### src/rtl/stim_gen.sv
// stim_gen: programmable multi-channel square-wave generator plus an ordered reset-release sequencer.
// Define STIM_GEN_PHASE_EN to add the CH_SYNC input that realigns every channel to the start of its LOW phase.
module stim_gen #(
   parameter int                 NUM_CH    = 2,
   parameter int                 CNT_W     = 16,
   parameter int                 NUM_RST   = 2,
   parameter int                 DLY_W     = 16,
   parameter logic [NUM_RST-1:0] RST_LEVEL = '0
) (
   input  logic                     SYSCLK,
   input  logic                     RESET,
   input  logic                     EN,
`ifdef STIM_GEN_PHASE_EN
   input  logic                     CH_SYNC,
`endif
   input  logic [NUM_CH*CNT_W-1:0]  CH_HI,
   input  logic [NUM_CH*CNT_W-1:0]  CH_LO,
   input  logic [NUM_CH-1:0]        CH_LOAD,
   input  logic [NUM_RST*DLY_W-1:0] RST_DLY,
   output logic [NUM_CH-1:0]        CLK_OUT,
   output logic [NUM_RST-1:0]       RST_OUT,
   output logic                     SEQ_DONE
);

   localparam int IDX_W = (NUM_RST > 1) ? $clog2(NUM_RST) : 1;
   localparam logic [IDX_W-1:0] LAST_STAGE = IDX_W'(NUM_RST - 1);

   typedef enum logic {
      CH_LOW  = 1'b0,
      CH_HIGH = 1'b1
   } ch_state_t;

   typedef enum logic [1:0] {
      S_HOLD  = 2'd0,
      S_STAGE = 2'd1,
      S_DONE  = 2'd2
   } seq_state_t;

   logic ch_sync;

`ifdef STIM_GEN_PHASE_EN
   assign ch_sync = CH_SYNC;
`else
   assign ch_sync = 1'b0;
`endif

   for (genvar i = 0; i < NUM_CH; i++) begin : g_ch
      ch_state_t        state_q;
      ch_state_t        state_d;
      logic [CNT_W-1:0] hi_in;
      logic [CNT_W-1:0] lo_in;
      logic [CNT_W-1:0] hi_q;
      logic [CNT_W-1:0] lo_q;
      logic [CNT_W-1:0] hi_eff;
      logic [CNT_W-1:0] lo_eff;
      logic [CNT_W-1:0] cnt_q;
      logic [CNT_W-1:0] cnt_d;
      logic             clk_bit;

      assign hi_in = CH_HI[i*CNT_W +: CNT_W];
      assign lo_in = CH_LO[i*CNT_W +: CNT_W];

      // A load strobe is already visible to a reload in the same cycle; zero lengths clamp to one cycle.
      always_comb begin
         hi_eff = hi_q;
         lo_eff = lo_q;
         if (CH_LOAD[i]) begin
            hi_eff = (hi_in == '0) ? CNT_W'(1) : hi_in;
            lo_eff = (lo_in == '0) ? CNT_W'(1) : lo_in;
         end
      end

      always_ff @(posedge SYSCLK) begin
         if (RESET) begin
            state_q <= CH_LOW;
            hi_q    <= CNT_W'(1);
            lo_q    <= CNT_W'(1);
            cnt_q   <= CNT_W'(1);
         end else begin
            state_q <= state_d;
            hi_q    <= hi_eff;
            lo_q    <= lo_eff;
            cnt_q   <= cnt_d;
         end
      end

      // Shadows only enter the counter at a phase boundary, so a running phase is never cut short.
      always_comb begin
         state_d = state_q;
         cnt_d   = cnt_q;
         if (ch_sync) begin
            state_d = CH_LOW;
            cnt_d   = lo_eff;
         end else if (EN) begin
            if (cnt_q <= CNT_W'(1)) begin
               if (state_q == CH_LOW) begin
                  state_d = CH_HIGH;
                  cnt_d   = hi_eff;
               end else begin
                  state_d = CH_LOW;
                  cnt_d   = lo_eff;
               end
            end else begin
               cnt_d = cnt_q - CNT_W'(1);
            end
         end
      end

      always_comb begin
         clk_bit = (state_q == CH_HIGH);
      end

      assign CLK_OUT[i] = clk_bit;
   end

   seq_state_t       seq_q;
   seq_state_t       seq_d;
   logic [IDX_W-1:0] stage_q;
   logic [IDX_W-1:0] stage_d;
   logic [DLY_W-1:0] dly_cnt_q;
   logic [DLY_W-1:0] dly_cnt_d;
   logic [NUM_RST-1:0] rel_q;
   logic [NUM_RST-1:0] rel_d;
   logic [DLY_W-1:0] cur_dly;
   logic [DLY_W:0]   dly_cnt_inc;
   logic             stage_expired;

   always_comb begin
      cur_dly = '0;
      for (int j = 0; j < NUM_RST; j++) begin
         if (stage_q == IDX_W'(j)) begin
            cur_dly = RST_DLY[j*DLY_W +: DLY_W];
         end
      end
   end

   // Every stage spends at least one cycle, so a zero delay releases in the cycle after entry.
   assign dly_cnt_inc   = {1'b0, dly_cnt_q} + {{DLY_W{1'b0}}, 1'b1};
   assign stage_expired = (dly_cnt_inc >= {1'b0, cur_dly});

   always_ff @(posedge SYSCLK) begin
      if (RESET) begin
         seq_q     <= S_HOLD;
         stage_q   <= '0;
         dly_cnt_q <= '0;
         rel_q     <= '0;
      end else begin
         seq_q     <= seq_d;
         stage_q   <= stage_d;
         dly_cnt_q <= dly_cnt_d;
         rel_q     <= rel_d;
      end
   end

   always_comb begin
      seq_d     = seq_q;
      stage_d   = stage_q;
      dly_cnt_d = dly_cnt_q;
      rel_d     = rel_q;
      case (seq_q)
         S_HOLD: begin
            if (EN) begin
               seq_d     = S_STAGE;
               stage_d   = '0;
               dly_cnt_d = '0;
            end
         end
         S_STAGE: begin
            if (EN) begin
               if (stage_expired) begin
                  for (int j = 0; j < NUM_RST; j++) begin
                     if (stage_q == IDX_W'(j)) begin
                        rel_d[j] = 1'b1;
                     end
                  end
                  dly_cnt_d = '0;
                  if (stage_q == LAST_STAGE) begin
                     seq_d = S_DONE;
                  end else begin
                     stage_d = stage_q + IDX_W'(1);
                  end
               end else begin
                  dly_cnt_d = dly_cnt_q + DLY_W'(1);
               end
            end
         end
         S_DONE: begin
            seq_d = S_DONE;
         end
         default: begin
            seq_d = S_HOLD;
         end
      endcase
   end

   // Release flags only ever set, so a released reset stays released until RESET.
   always_comb begin
      RST_OUT  = rel_q ^ RST_LEVEL;
      SEQ_DONE = (seq_q == S_DONE);
   end

endmodule

### config.mk
export PLATFORM = sky130hd
export DESIGN_NAME = stim_gen
export DESIGN_NICKNAME = d
export VERILOG_FILES = /design/src/rtl/stim_gen.sv
export SDC_FILE = /design/constraint.sdc
export NUM_CORES = 1
export LEC_CHECK = 0
export BUFFER_PORTS_ARGS = -buffer_cell sky130_fd_sc_hd__buf_2
export CORE_MARGIN = 5
export CORE_UTILIZATION = 50
export CTS_BUF_LIST = sky130_fd_sc_hd__clkbuf_4 sky130_fd_sc_hd__clkbuf_8
export CTS_CLUSTER_SIZE = 12
export DETAILED_ROUTE_END_ITERATION = 10
export GPL_TIMING_DRIVEN = 0
export MAX_ROUTING_LAYER = met4
export PLACE_DENSITY_LB_ADDON = 0.25
export SLEW_MARGIN = 20
export SYNTH_ARGS = -nofsm -noshare
export SYNTH_HDL_FRONTEND = slang
export SYNTH_SLANG_ARGS = --single-unit
### constraint.sdc
create_clock -name SYSCLK -period 3.1 [get_ports SYSCLK]
set_input_delay 0.31 -clock SYSCLK [delete_from_list [all_inputs] [get_ports SYSCLK]]
set_output_delay 0.31 -clock SYSCLK [all_outputs]
set_load 0.05 [all_outputs]
* After elaboration in Yosys (flattened, before gate mapping)
Index checks and enable logic that the tools add are counted.
** Cells by class
- Add/sub/neg operators :: 5
- Multiply operators :: 0
- Divide/modulo/power cells :: 0
- Magnitude comparators :: 3
- Equal/unequal tests :: 6
- Shift-type cells :: 0
- Multiplexer cells :: 29
- Bitwise gates (word level) :: 1
- Reduce and logical (&&, ||, !) cells :: 13
** Operator list (number)
- 2-to-1 mux 16 bit :: 16
- zero test 16 bit :: 4
- less-or-equal comparator 16 x 1 -> 1 bit (second input constant) :: 2
- one-hot mux 16 bit (2 select lines) :: 1
- subtractor 16 x 1 -> 16 bit (second input constant) :: 2
- adder 16 x 1 -> 17 bit (second input constant) :: 1
- greater-or-equal comparator 17 x 16 -> 1 bit :: 1
- adder 16 x 1 -> 16 bit (second input constant) :: 1
- AND reduction 4 bit :: 4
- 2-to-1 mux 2 bit :: 4
- inequality test 2 bit (second input constant) :: 4
- 2-to-1 mux 1 bit :: 6
- one-hot mux 2 bit (3 select lines) :: 1
- AND reduction 2 bit :: 2
- AND reduction 3 bit :: 1
- == test 2 x 1 -> 1 bit (second input constant) :: 1
- == test 2 bit (second input constant) :: 1
- zero test 2 bit :: 1
- one-hot mux 1 bit (2 select lines) :: 1
- nonzero test 2 bit :: 1
- adder 1 bit (second input constant) :: 1
- NOT 1 bit :: 1
** Word-level totals
- Register bits after elaboration :: 119
- Bits in latches :: 0
- Memory bits (writable) :: 0
- Memory bits (read-only) :: 0
- Bits of input ports :: 101
- Output and inout port bits :: 5
- Word-level logic and storage cells :: 70
- Memories :: 0

* Logic depth before layout (Yosys ltp)
Gate-level depths: netlist of the first run.
- Depth after elaboration :: 5
- Mapped depth :: 14
- Mapped depth without buffers :: 13

* Worst setup path after synthesis of the first run
No wires, ideal clock.
- Kind :: flip-flop to flip-flop
- Start point :: reg stage_q
- End point :: reg dly_cnt_q[10]
- Arrival :: 3.040 ns
- Required time :: 3.040 ns
- Path slack :: 0.001 ns
- Cell stages (with the launch flop) :: 12
- Path buffers :: 3
- Period minus slack after synthesis :: 3.099 ns
- Path through :: dfxtp_1 -> clkbuf_1 -> buf_1 -> mux2i_1 -> ha_1 -> and4_1 -> nor2b_1 -> o311ai_0 -> nand2_1 -> nor2_1 -> clkbuf_1 -> a22o_1
** Between the ends
- Cells in the longest elaborated chain, start to end :: 5
** Ends and longest elaborated chain
- start, declared :: RTL line 118 : logic [IDX_W-1:0] stage_q;
- start signal, assigned :: RTL line 149 : stage_q <= stage_d;
- 2-to-1 mux 16 bit :: RTL line 131 : if (stage_q == IDX_W'(j)) begin
- greater-or-equal comparator 17 x 16 -> 1 bit :: RTL line 139 : assign stage_expired = (dly_cnt_inc >= {1'b0, cur_dly});
- 2-to-1 mux 16 bit :: RTL line 170 : if (stage_expired) begin
- 2-to-1 mux 16 bit :: RTL line 169 : if (EN) begin
- one-hot mux 16 bit (2 select lines) :: RTL line 160 : case (seq_q)
- end signal, assigned :: RTL line 150 : dly_cnt_q <= dly_cnt_d;
- end, declared :: RTL line 120 : logic [DLY_W-1:0] dly_cnt_q;
Every way passes these cells. The select of a mux whose other input is x is not followed.
A chain may end at the register's enable or synchronous reset.

* Final worst setup path of the first run
- Start point :: reg stage_q
- End point :: reg seq_q[1]
** Between the ends
- Cells in the longest elaborated chain, start to end :: 4
- Elaborated cells between the ends (all ways) :: 5
- Classes of those cells :: order compare: 1; eq/ne: 2; mux: 1; reduce/logical: 1
** Ends and longest elaborated chain
- 2-to-1 mux 16 bit :: RTL line 131
- greater-or-equal comparator 17 x 16 -> 1 bit :: RTL line 139
- inequality test 2 bit (no source line)
- AND reduction 4 bit (no source line) (*)
- end signal, assigned :: RTL line 148 : seq_q <= seq_d;
- end, declared :: RTL line 116 : seq_state_t seq_q;
Mark *: on every way between the ends. The rest lies on a longest branch, timed or not.

==> metrics.md, run 1 <==
| Metric | Value |
|---|---|
| Status | complete, no violations |
| Area Growth Syn to Fin | 20.4% |
| Tmin final | 3.04 ns |
| Mux contribution to synthesized area | 17.4% |
| Largest area contributor in the netlist | dfxtp_1 |
| Synth Area in Adders | 4.80% |
| Layout cell share with drive strength beyond 1 | 22.6% |
| FF+latch count, synth | 119 |
| Register-to-register setup slack | 0.06 ns |
| Die Width | 122 um |
| Hold-fix buffers, CTS | 0 |
| Most frequent cell after synthesis | dfxtp_1 |
| Number of synthesized flops with an enable pin | 0 |
| Post-DP HPWL | 13,100 um |
| DR WL/cell | 17.6 um |
| Top_reg_cell synth | dfxtp_1 |
| Core footprint | 12,200 um^2 |
| Sequential area share after synthesis | 38.1% |
| Reg2reg start | stage_q |
| I/O pin total | 106 |
| Root buffer cell | clkbuf_8 |
| Maximum clock frequency | 329 MHz |
| Top cells by count, synth | 119 x dfxtp_1, 102 x nor2_1, 95 x mux2i_1 |
| Slew @ Worst Pin | 0.825 ns |
| Post-DR vias/cell | 5.82 |
| Clock Sink Count | 119 |
| H-tree depth | 4 |
| First-pass GRT wire length | 28,700 um |
| Peak VDD IR | 0.320 mV |
| DIE AREA | 14,800 um^2 |
| WP data required | 3.47 ns |
| Antenna viol nets, final | 0 |
| Worst-path fanout max | 10 |
| Row count | 40 |
| Grt total ovfl | 0 |
| CTS max path bufs | 2 |
| CP startpoint | stage_q |
| CP endpoint kind | flop |
| DP Cell Count | 980 |
| Met3 Wirelength | 1320 um |
| Die Ht | 122 um |
| GP Congestion | 0.907 |
| Drt pass-1 iters | 6 |
| Final Instance Count excl. Fillers | 1,015 |
| P_leak | 0.00318 uW |
| Slew Limit Headroom | 45.0% |
| Via count | 5,908 |
| ANT cells | 0 |
| Share of the synthesized area in the top cell type | 38.1% |
| Final wirelength | 17,800 um |
| Setup Crit Path Kind | reg -> reg |
| Clock buffer count from CTS | 17 |
| Syn_nets | 835 |
| Number of port buffers | 102 |
| CP arrival | 3.41 ns |
| Max layer used | met4 |
| Mapped cell area | 6250 um^2 |
| Gate Count Post-Synth | 710 |
| Antenna violations before repair | 0 |
| Final Hold Viols | 0 |
| Yosys warning count | 0 |
| Vias in the first global route | 5,975 |
| CTS tree | yes |
| Max_cap viols | 0 |
| Met2 WL | 8520 um |
| Setup TNS | 0 ns |
| Synth Area in XOR/XNOR | 2.10% |
| Final core utilization | 61.9% |
| Unique masters post-synth | 56 |
| Hold/Removal Path Class | in -> reg |
| Synth area leaders | dfxtp_1 38%, mux2i_1 15%, nor2_1 6.1% |
| Hold Startpoint | CH_LO[8] |
| Worst Skew | 0.0105 ns |
| GR Util All Layers | 25.1% |
| Avg Inst Size Synth | 8.81 um^2 |
| Worst-Skew Late Latency | 0.44 ns |
| Startpoint Class | flop |
| Synth Area in Compound Gates | 14.5% |
| Largest family of logic cells by synthesized area | simple AND/OR/NAND/NOR gates |
| Reg clk slew, reported paths | 0.07 ns |
| Simple-gate area share of the yosys netlist | 19.0% |
| Post-layout net count | 963 |
| Setup violators final | 0 |
| Max-slew violations | 0 |
| Hold WS | 0.152 ns |
| Fraction of registers with async set/reset | 0% |
| Fin crit share | 97.9% |
| Met1 wire length | 7480 um |
| Initial Util | 51.4% |
| Largest net degree at the start of global routing | 17 |
| Drt drc | 0 |
| PD cells | 685 nW/um^2 |
| Initial drt markers | 512 |
[cells by family (layout without fill, tap and decap cells)]
kind of cell,Yosys count,after routing
adder cells (fa/ha/maj),24,24
multiplexers,107,107
AND/OR/NAND/NOR,246,246
buffers and inverters,62,199
flip-flops,119,119
AO/OA/AOI/OAI,137,137
XOR/XNOR,15,15
[cell usage in the layout (no fill, tap or decap), types with 20 or more instances in the layout]
cell type / instances
dfxtp_1: 111
clkbuf_1: 26
clkbuf_8: 22
ha_1: 23
o21ai_0: 42
nor2_1: 98
nor4_1: 22
nand2_1: 43
buf_2: 104
inv_1: 20
mux2i_1: 95
a21oi_1: 25
[registers in the layout, summed over array words and instances, names as in the netlist]
register / count
RST_OUT: 2
dly_cnt_q: 16
g_ch.clk_bit: 2
g_ch.cnt_q: 32
g_ch.hi_q: 32
g_ch.lo_q: 32
seq_q: 2
stage_q: 1
[report_power, final]
part | internal, uW | switching, uW
logic | 777 | 1170
registers | 1720 | 164
clock network | 736 | 597
[stage by stage]
step                      worst slack [ns]  total power (uW)  instance area (um^2)
after CTS                           0.0177              5100                  7400
after detailed placement            -0.697              3770                  6980
after global placement              -0.615              3710                  6980
after global routing                -0.119              5440                  7530
final                               0.0638              5160                  7530
after floorplan                   0.000876              3280                  6250
[worst paths after layout]
kind | cells after the start | to
worst max-delay path | 10 | seq_q[1]
worst min-delay path | 3 | g_ch[0].lo_q[8]
worst max register to register | 10 | seq_q[1]
worst min register to register | 1 | RST_OUT[1]
[per-layer routing]
layer,vias up,GRT usage [%]
li1,2833,-
met1,2795,30.9
met2,236,39.9
met3,44,5.48
met4,0,10.9
met5,-,-
[final cells by class]
| class | count | area [um^2] |
|---|---|---|
| Multi-Input combinational cell | 529 | 3730 |
| Fill cell | 1059 | 4630 |
| Buffer | 42 | 191 |
| Clock buffer | 24 | 318 |
| Tap cell | 168 | 210 |
| Clock inverter | 4 | 45.0 |
| Sequential cell | 119 | 2400 |
| Inverter | 20 | 75.1 |
| Timing Repair Buffer | 109 | 563 |
[worst max-delay path, cell delays in order (launching register included)]
cell      delay (ns)
dfxtp_1         0.36
clkbuf_2        0.28
clkbuf_4        0.30
mux2i_1         0.22
ha_1            0.26
and4_1          0.24
nor2b_1         0.15
o311ai_0        0.43
a31oi_1         0.24
or3_4           0.37
a21oi_2         0.11
[what timing repair did]
item	4_1_cts	5_1_grt
pin swaps	2	9
setup endpoints to repair	20	21
buffers inserted	2	5
gates resized for setup	14	25
Note: power is estimated with default switching activity, not from simulation.
==> inputs of run 2 (changes only) <==
- RECOVER_POWER: not set -> 50
==> run 2 against run 1 <==
Highest routed layer unchanged. Clock power about the same. Sequential share of layout area hardly changed. Combinational power hardly changed.
==> metrics.md, run 2 (same netlist as run 1, synthesis figures left out) <==
| Metric | Value |
|---|---|
| Final Hold Viols | 0 (unchanged) |
| Most common cell after layout, fill and taps aside | dfxtp_1 (unchanged) |
| Clock buffer count from CTS | 17 (unchanged) |
| Peak VDD IR | 0.321 mV (was 0.320 mV) |
| R2R cell count | 10 (unchanged) |
| Root buffer cell | clkbuf_8 (unchanged) |
| H-tree depth | 4 (unchanged) |
| PD cells | 686 nW/um^2 (was 685 nW/um^2) |
| Vias in the first global route | 5,975 (unchanged) |
| DIE AREA | 14,800 um^2 (unchanged) |
| Setup violators final | 0 (unchanged) |
| Row count | 40 (unchanged) |
| Max_cap viols | 0 (unchanged) |
| Core footprint | 12,200 um^2 (unchanged) |
| Fin crit share | 97.6% (was 97.9%) |
| Largest net degree at the start of global routing | 17 (unchanged) |
| Critical R2R Capture | seq_q[1] (unchanged) |
| I/O pin total | 106 (unchanged) |
| Hold Startpoint | CH_HI[18] (was CH_LO[8]) |
| Max-slew violations | 0 (unchanged) |
| Post-layout net count | 963 (unchanged) |
| Initial Util | 51.4% (unchanged) |
| Drt drc | 0 (unchanged) |
| Die Ht | 122 um (unchanged) |
| CTS max path bufs | 2 (unchanged) |
| WHS Path Cells | 3 (unchanged) |
| Hold Path End | g_ch[1].hi_q[2] (was g_ch[0].lo_q[8]) |
| Via count | 5,906 (was 5,908) |
| Die Width | 122 um (unchanged) |
| Register-to-register setup slack | 0.07 ns (was 0.06 ns) |
| Layout cell share with drive strength beyond 1 | 22.1% (was 22.6%) |
| Antenna violations before repair | 0 (unchanged) |
| Area Growth Syn to Fin | 20.3% (was 20.4%) |
| Clock Sink Count | 119 (unchanged) |
| Number of port buffers | 102 (unchanged) |
| Slew @ Worst Pin | 0.827 ns (was 0.825 ns) |
| Regs by FF count | g_ch.cnt_q: 32 flops, g_ch.hi_q: 32 flops, g_ch.lo_q: 32 flops (unchanged) |
| GR Util All Layers | 25.1% (unchanged) |
| Maximum clock frequency | 330 MHz (was 329 MHz) |
| Antenna viol nets, final | 0 (unchanged) |
| Tmin final | 3.03 ns (was 3.04 ns) |
| Worst Skew | 0.0113 ns (was 0.0105 ns) |
| Post-DP HPWL | 13,100 um (unchanged) |
| Startpoint Class | flop (unchanged) |
| Hold/Removal Path Class | in -> reg (unchanged) |
| CP arrival | 3.40 ns (was 3.41 ns) |
| CP endpoint kind | flop (unchanged) |
| Reg2reg start | stage_q (unchanged) |
| Final Instance Count excl. Fillers | 1,015 (unchanged) |
| Reg clk slew, reported paths | 0.07 ns (about the same) |
| Setup Crit Path Kind | reg -> reg (unchanged) |
| Slew Limit Headroom | 44.9% (was 45.0%) |
| WP data required | 3.47 ns (about the same) |
| Initial drt markers | 504 (was 512) |
| First-pass GRT wire length | 28,700 um (unchanged) |
| Hold WS | 0.150 ns (was 0.152 ns) |
| Drt pass-1 iters | 6 (unchanged) |
| Hold-fix buffers, CTS | 0 (unchanged) |
| Commonest non-fill, non-tap cells in the layout | 111 x dfxtp_1, 100 x buf_2, 98 x nor2_1, 95 x mux2i_1, 43 x nand2_1 (was 111 x dfxtp_1, 104 x buf_2, 98 x nor2_1, 95 x mux2i_1, 43 x nand2_1) |
| DP Cell Count | 980 (unchanged) |
| Status | complete, no violations (unchanged) |
| P_leak | 0.00316 uW (was 0.00318 uW) |
| DR WL/cell | 17.6 um (about the same) |
| Grt total ovfl | 0 (unchanged) |
| CTS tree | yes (unchanged) |
| Worst-Skew Late Latency | 0.44 ns (about the same) |
| ANT cells | 0 (unchanged) |
| Final wirelength | 17,900 um (was 17,800 um) |
| Post-DR vias/cell | 5.82 (about the same) |
| GP Congestion | 0.907 (unchanged) |
| Worst-path fanout max | 10 (unchanged) |
-- run 2: timing repair --
action | 4_1_cts | 5_1_grt
hold endpoints to repair | 0 | 0
setup buffers | 2 | 5
pin swaps | 2 | 9
gates resized for setup | 14 | 25
setup endpoints to repair | 20 | 21
-- run 2: stage by stage --
stage,instance area [um^2],setup TNS (ns),setup WS (ns),utilization (%),power (uW)
CTS,7400,0,0.0177,60.9,5100
detailed placement,6980,-9.25,-0.697,57.4,3770
global route,7530,-0.525,-0.119,61.9,5440
global placement,6980,-7.42,-0.615,57.4,3710
finish,7530,0,0.0732,61.9,5170
floorplan,6250,0,0.000876,-,3280
-- run 2: cell type report --
cell class              count  area, um^2
plain buffers              42         191
clock buffers              24         318
clock inverters             4        45.0
fillers                  1062        4630
inverters                  20        75.1
multi-input cells         529        3730
flip-flops and latches    119        2400
well taps                 168         210
repair buffers            109         558
-- run 2: how the worst max path moves through the flow --
stage	from	endpoint	slack [ns]	depth (start not counted)
4_1_cts	stage_q	RST_OUT[0]	0.02	10
2_1_floorplan	stage_q	dly_cnt_q[10]	0.0009	11
6_report	stage_q	seq_q[1]	0.07	10
5_1_grt	stage_q	seq_q[1]	-0.12	10
3_3_place_gp	dly_cnt_q[0]	dly_cnt_q[11]	-0.61	14
3_5_place_dp	stage_q	dly_cnt_q[10]	-0.70	11
-- run 2: worst max-delay path, cell delays in order (launching register included) --
cell      delay (ns)
dfxtp_1         0.36
clkbuf_2        0.28
clkbuf_4        0.30
mux2i_1         0.22
ha_1            0.26
and4_1          0.24
nor2b_1         0.15
o311ai_0        0.43
a31oi_1         0.24
or3_4           0.37
a21oi_2         0.11
-- run 2: power breakdown --
group	internal [uW]	switching [uW]	total, uW
clock network	736	596	1330
registers	1720	165	1890
logic	776	1170	1950
total	3230	1930	5170
-- run 2: routing by layer --
layer / track usage [%] / vias to the layer above / wire [um]
li1: - / 2835 / -
met1: 30.9 / 2814 / 7670
met2: 39.9 / 217 / 8500
met3: 5.48 / 40 / 1230
met4: 10.9 / 0 / 463
met5: - / - / 0
